--- src/rtl/cordic_phase_feeder.sv ---
// Phase-accumulator NCO that folds each phase into the cordic's convergent range and paces start pulses.
// Optional NCO_ROUND_EN: round half up when scaling the folded phase to radians (default: floor).
module cordic_phase_feeder #(
    parameter int          CORDIC_LAT = 18,
    parameter logic [15:0] PI_Q14     = 16'd51472
) (
    input  logic        clk,
    input  logic        rst_n,
    input  logic        en,
    input  logic [15:0] freq_word,
    input  logic        phase_load,
    input  logic [15:0] phase_init,
    output logic        start,
    output logic [15:0] angle,
    output logic [1:0]  quad,
    output logic        res_valid,
    output logic        busy
);

    typedef enum logic [1:0] {
        IDLE  = 2'd0,
        ISSUE = 2'd1,
        WAIT  = 2'd2
    } state_t;

    localparam logic [7:0] CNT_LOAD = 8'(CORDIC_LAT - 1);

    state_t      state_q, state_d;
    logic [15:0] phase_q, phase_d;
    logic [15:0] angle_q, angle_d;
    logic [1:0]  quad_q, quad_d;
    logic        start_q, start_d;
    logic        res_valid_q, res_valid_d;
    logic        busy_q, busy_d;
    logic [7:0]  cnt_q, cnt_d;

    logic [15:0]        p_bias;
    logic [1:0]         fold_quad;
    logic [15:0]        fold_rem;
    logic signed [31:0] rem_ext;
    logic signed [31:0] pi_ext;
    logic signed [31:0] prod;
    logic signed [31:0] prod_adj;
    logic [15:0]        angle_next;
    logic               unused_fold;

    // Quadrant centred on 0, pi/2, pi, 3pi/2; remainder is the signed offset within +-1/8 turn.
    always_comb begin
        p_bias    = phase_q + 16'h2000;
        fold_quad = p_bias[15:14];
        fold_rem  = phase_q - {fold_quad, 14'd0};
        rem_ext   = {{16{fold_rem[15]}}, fold_rem};
        pi_ext    = {16'd0, PI_Q14};
        prod      = rem_ext * pi_ext;
`ifdef NCO_ROUND_EN
        prod_adj  = prod + 32'sd8192;
`else
        prod_adj  = prod;
`endif
        // |result| <= 25736, so bits [29:14] carry the whole arithmetic shift.
        angle_next  = prod_adj[29:14];
        unused_fold = ^{p_bias[13:0], prod_adj[31:30], prod_adj[13:0]};
    end

    always_comb begin
        state_d     = state_q;
        phase_d     = phase_q;
        angle_d     = angle_q;
        quad_d      = quad_q;
        start_d     = 1'b0;
        res_valid_d = 1'b0;
        busy_d      = busy_q;
        cnt_d       = cnt_q;

        case (state_q)
            IDLE: begin
                busy_d = 1'b0;
                if (en) begin
                    angle_d = angle_next;
                    quad_d  = fold_quad;
                    start_d = 1'b1;
                    busy_d  = 1'b1;
                    state_d = ISSUE;
                end
            end
            ISSUE: begin
                cnt_d   = CNT_LOAD;
                phase_d = phase_q + freq_word;
                busy_d  = 1'b1;
                state_d = WAIT;
            end
            WAIT: begin
                if (res_valid_q) begin
                    if (en) begin
                        angle_d = angle_next;
                        quad_d  = fold_quad;
                        start_d = 1'b1;
                        busy_d  = 1'b1;
                        state_d = ISSUE;
                    end else begin
                        busy_d  = 1'b0;
                        state_d = IDLE;
                    end
                end else begin
                    cnt_d = cnt_q - 8'd1;
                    if (cnt_q == 8'd1) begin
                        res_valid_d = 1'b1;
                    end
                end
            end
            default: begin
                busy_d  = 1'b0;
                state_d = IDLE;
            end
        endcase

        if (phase_load) begin
            phase_d = phase_init;
        end
    end

    always_ff @(posedge clk or negedge rst_n) begin
        if (!rst_n) begin
            state_q     <= IDLE;
            phase_q     <= 16'd0;
            angle_q     <= 16'd0;
            quad_q      <= 2'd0;
            start_q     <= 1'b0;
            res_valid_q <= 1'b0;
            busy_q      <= 1'b0;
            cnt_q       <= 8'd0;
        end else begin
            state_q     <= state_d;
            phase_q     <= phase_d;
            angle_q     <= angle_d;
            quad_q      <= quad_d;
            start_q     <= start_d;
            res_valid_q <= res_valid_d;
            busy_q      <= busy_d;
            cnt_q       <= cnt_d;
        end
    end

    assign start     = start_q;
    assign angle     = angle_q;
    assign quad      = quad_q;
    assign res_valid = res_valid_q;
    assign busy      = busy_q;

endmodule

--- config.mk ---
export PLATFORM = sky130hd
export DESIGN_NAME = cordic_phase_feeder
export DESIGN_NICKNAME = d
export VERILOG_FILES = /design/src/rtl/cordic_phase_feeder.sv
export SDC_FILE = /design/constraint.sdc
export NUM_CORES = 1
export LEC_CHECK = 0
export CAP_MARGIN = 20
export CORE_UTILIZATION = 50
export CTS_CLUSTER_DIAMETER = 40
export DETAILED_ROUTE_END_ITERATION = 12
export PLACE_DENSITY_LB_ADDON = 0.12
export SLEW_MARGIN = 20
export SYNTH_ARGS = -nofsm -noshare
export SYNTH_HDL_FRONTEND = slang
export SYNTH_SLANG_ARGS = --single-unit
export TNS_END_PERCENT = 50
--- constraint.sdc ---
create_clock -name clk -period 7.2 [get_ports clk]
set_input_delay 0.72 -clock clk [delete_from_list [all_inputs] [get_ports clk]]
set_output_delay 0.72 -clock clk [all_outputs]
set_load 0.05 [all_outputs]
==> flow_results.xml <==
<?xml version="1.0" encoding="UTF-8"?>
<metrics>
  <group name="outcome">
    <metric name="status" unit="">finished, final reports clean</metric>
  </group>
  <group name="yosys">
    <metric name="synth_top_area_share" unit="%">22.7</metric>
    <metric name="synth_cell_type_count" unit="">57</metric>
    <metric name="synth_area" unit="sq um">5180</metric>
    <metric name="synth_flop_cell" unit="">dfrtp_1</metric>
    <metric name="syn_inst" unit="">559</metric>
    <metric name="synth-async-reset-ratio" unit="%">100</metric>
    <metric name="yosysSeqAreaShare" unit="%">22.7</metric>
    <metric name="synth_common_cells" unit="">ha_1 (84), inv_1 (62), dfrtp_1 (47), nand2_1 (45), o21ai_0 (45)</metric>
    <metric name="synth.avg_cell_area" unit="sq um">9.28</metric>
    <metric name="postSynthRegisterBits" unit="">47</metric>
    <metric name="synth.yosys.warnings" unit="">0</metric>
    <metric name="synth_area_leaders" unit="">dfrtp_1 (23%), ha_1 (20%), fa_1 (14%)</metric>
    <metric name="mappedNetlistNets" unit="">714</metric>
    <metric name="most_used_standard_cell_by_instance_count_after_synthesis" unit="">ha_1</metric>
    <metric name="synth_enable_flop_cells" unit="">0</metric>
    <metric name="synth_top_area_cell" unit="">dfrtp_1</metric>
  </group>
  <group name="sta">
    <metric name="final.period_utilization" unit="%">66.8</metric>
    <metric name="timing.final.crit_period" unit="ns">4.81</metric>
    <metric name="max_clock_freq" unit="GHz">0.208</metric>
    <metric name="skew" unit="ns">0.00618</metric>
    <metric name="hold_slack" unit="ns">0.423</metric>
    <metric name="final-setup-viol-count" unit="">0</metric>
    <metric name="setup-tns-final" unit="ns">0</metric>
    <metric name="worst_slack" unit="ns">2.39</metric>
    <metric name="rsz_0062_raised_after_global_routing" unit="">false</metric>
    <metric name="maxSlewHeadroom" unit="%">57.6</metric>
    <metric name="timing.final.max_slew_violations" unit="">0</metric>
    <metric name="worstMarginPinSlew" unit="ns">0.636</metric>
    <metric name="final_hold_viol_count" unit="">0</metric>
  </group>
  <group name="worst_setup_path">
    <metric name="timing.setup.critical_path_class" unit="">flip-flop to flip-flop</metric>
    <metric name="critPathTopFamily" unit="">adder cells</metric>
    <metric name="slowest_delay" unit="ns">0.63</metric>
    <metric name="timing.critical_path.to_type" unit="">flip-flop</metric>
    <metric name="setup.reg_to_reg.worst_slack" unit="ns">2.39</metric>
    <metric name="worstRegToRegCells" unit="">15</metric>
    <metric name="critical_path_buf_inv_count" unit="">1</metric>
    <metric name="reg2reg_capture_point" unit="">angle[15]</metric>
    <metric name="timing.critical_path.fanout_max" unit="">10</metric>
    <metric name="crit_arrival" unit="ns">5.00</metric>
    <metric name="crit_path_cell_trace" unit="">ha_1 -&gt; xnor2_1 -&gt; fa_1 -&gt; inv_1 -&gt; fa_1 -&gt; xnor2_1 -&gt; xnor2_1 -&gt; ha_1 -&gt; ha_1 -&gt; a21oi_1 -&gt; nor2b_1 -&gt; a211o_1 -&gt; a221oi_2 -&gt; mux2i_1 -&gt; nand4_1</metric>
    <metric name="r2r_startpoint" unit="">phase_q[13]</metric>
    <metric name="cpMaxStageDelayCell" unit="">dfrtp_1</metric>
    <metric name="cp_data_required_time" unit="ns">7.39</metric>
    <metric name="critical_path_cell_count" unit="">15</metric>
    <metric name="worstSetupStartpointType" unit="">flip-flop</metric>
  </group>
  <group name="clocking">
    <metric name="cts_made_buffers" unit="">5</metric>
    <metric name="clk_latency" unit="ns">0.31</metric>
    <metric name="cts_tree" unit="">built</metric>
    <metric name="clock_tree.htree_level_count" unit="">2</metric>
    <metric name="clock-root-buffer" unit="">clkbuf_8</metric>
    <metric name="clkSinkCount" unit="">47</metric>
    <metric name="postCtsSetupRepairBufs" unit="">0</metric>
    <metric name="maximum_count_of_clock_buffers_along_a_single_path" unit="">2</metric>
    <metric name="cts_hold_buf" unit="">0</metric>
    <metric name="cts.reportedPaths.clkPinSlew" unit="ns">0.10</metric>
    <metric name="postCtsResizedCells" unit="">0</metric>
  </group>
  <group name="cells_and_area">
    <metric name="syn2layout_area_growth" unit="%">15.2</metric>
    <metric name="layout-drive-gt1-share" unit="%">3.91</metric>
    <metric name="num_antenna_cells" unit="">0</metric>
    <metric name="num-nets-final" unit="">768</metric>
  </group>
  <group name="routing">
    <metric name="tritonroute_pass_1_iters" unit="">4</metric>
    <metric name="post_drt_wl_per_cell" unit="um">14.5</metric>
    <metric name="routed_via_density" unit="">5.46</metric>
    <metric name="via_count" unit="">4076</metric>
    <metric name="detailedRoute.firstIterationViolations" unit="">145</metric>
    <metric name="drt_wl_total" unit="um">10900</metric>
    <metric name="postRouteAntennaNets" unit="">0</metric>
    <metric name="remaining_drc_errors" unit="">0</metric>
  </group>
  <group name="floorplanning">
    <metric name="area_inside_the_core_boundary" unit="sq um">9910</metric>
    <metric name="floorplan_die_area" unit="sq um">10800</metric>
    <metric name="floorplan.die.width" unit="um">104</metric>
    <metric name="io_pins" unit="">57</metric>
    <metric name="floorplan.initialDensity" unit="%">52.3</metric>
    <metric name="core.rowCount" unit="">36</metric>
    <metric name="die_h" unit="um">104</metric>
  </group>
  <group name="min_path">
    <metric name="worst_hold_path_type" unit="">primary input to async pin</metric>
  </group>
  <group name="global_route">
    <metric name="grt_pass1_wl" unit="um">18800</metric>
    <metric name="globalRouteTotalUtil" unit="%">21.2</metric>
    <metric name="grt_remaining_overflow" unit="">0</metric>
    <metric name="grt_max_degree" unit="">48</metric>
    <metric name="antenna_found_initial" unit="">0</metric>
    <metric name="grt_pass1_vias" unit="">4055</metric>
  </group>
  <group name="job">
    <metric name="drv.max_cap_violation_count" unit="">0</metric>
  </group>
  <group name="placed_design">
    <metric name="dpl_worst_slack" unit="ns">2.37</metric>
    <metric name="hpwl_dp" unit="um">8690</metric>
    <metric name="placement.io_buffers" unit="">56</metric>
    <metric name="gp_congestion" unit="">0.891</metric>
  </group>
</metrics>
==> layout make-up <==
class,count,area [sq um]
fill,895,3940
multi-input combinational,437,3720
sequential,47,1180
timing repair buffer,59,576
inverter,63,239
tap,133,166
clock buffer,5,68.8
clock inverter,3,20.0
==> metal layers <==
layer  wire length, um  global-route usage [%]
met4               151                    5.61
met1              5240                    28.0
met2              5090                    36.5
met5                 0                       0
met3               375                    2.89
==> sequential cells by signal, summed over array words and instances (netlist names) <==
name	flops
res_valid	1
phase_q	16
quad	2
start	1
state_q	2
cnt_q	8
busy	1
angle	16
==> stage by stage <==
stage,instances,area (sq um),utilization (%)
after floorplan,559,5180,-
after global placement,739,5880,59.4
after detailed placement,739,5880,59.4
after CTS,747,5970,60.3
after global routing,747,5970,60.3
final,747,5970,60.3
==> worst reg2reg max path, stage by stage, from the launching register on <==
cell and delay, ns:
dfrtp_1 0.63, ha_1 0.34, xnor2_1 0.46, fa_1 0.51
inv_1 0.09, fa_1 0.43, xnor2_1 0.20, xnor2_1 0.09
ha_1 0.31, ha_1 0.36, a21oi_1 0.20, nor2b_1 0.08
a211o_1 0.28, a221oi_2 0.36, mux2i_1 0.24, nand4_1 0.11
==> cells in the final DEF (no fill, tap or decap), types with 3 or more instances in the layout <==
| master | synthesis | final |
|---|---|---|
| a211oi_1 | 6 | 6 |
| a21o_1 | 7 | 7 |
| a21oi_1 | 25 | 25 |
| a31oi_1 | 9 | 9 |
| and2_1 | 3 | 3 |
| and3_1 | 3 | 3 |
| buf_4 | 0 | 4 |
| clkbuf_8 | 0 | 5 |
| clkdlybuf4s50_1 | 0 | 54 |
| dfrtp_1 | 47 | 47 |
| fa_1 | 35 | 35 |
| ha_1 | 84 | 84 |
| inv_1 | 62 | 62 |
| mux2_2 | 3 | 3 |
| mux2i_1 | 9 | 9 |
| nand2_1 | 45 | 45 |
| nand2b_1 | 7 | 7 |
| nand3_1 | 9 | 9 |
| nand4_1 | 3 | 3 |
| nor2_1 | 29 | 29 |
| nor2b_1 | 7 | 7 |
| nor3_1 | 12 | 12 |
| nor4_1 | 3 | 3 |
| o21a_1 | 5 | 5 |
| o21ai_0 | 45 | 45 |
| o21bai_1 | 3 | 3 |
| o31ai_1 | 5 | 5 |
| or3_1 | 3 | 3 |
| or4_1 | 4 | 4 |
| xnor2_1 | 22 | 22 |
| xor2_1 | 17 | 17 |
==> logic make-up after synthesis <==
| group | share of synthesized area (%) |
|---|---|
| AND/OR/NAND/NOR | 12.9 |
| AO/OA/AOI/OAI | 15.7 |
| adder cells (fa/ha/maj) | 33.8 |
| buffers and inverters | 5.48 |
| flip-flops | 22.7 |
| XOR/XNOR | 7.12 |
| multiplexers | 2.39 |
==> how the worst max path moves through the flow <==
stage,from,end,slack [ns]
global placement,phase_q[13],angle[15],2.57
floorplan,phase_q[13],angle[15],2.84
CTS,phase_q[13],angle[15],2.36
finish,phase_q[13],angle[15],2.39
detailed placement,phase_q[13],angle[15],2.37
global route,phase_q[13],angle[15],2.04
Power is left out: the tool's default activity adds up to more than one toggle a clock period on the data nets, which glitch-free logic cannot reach.
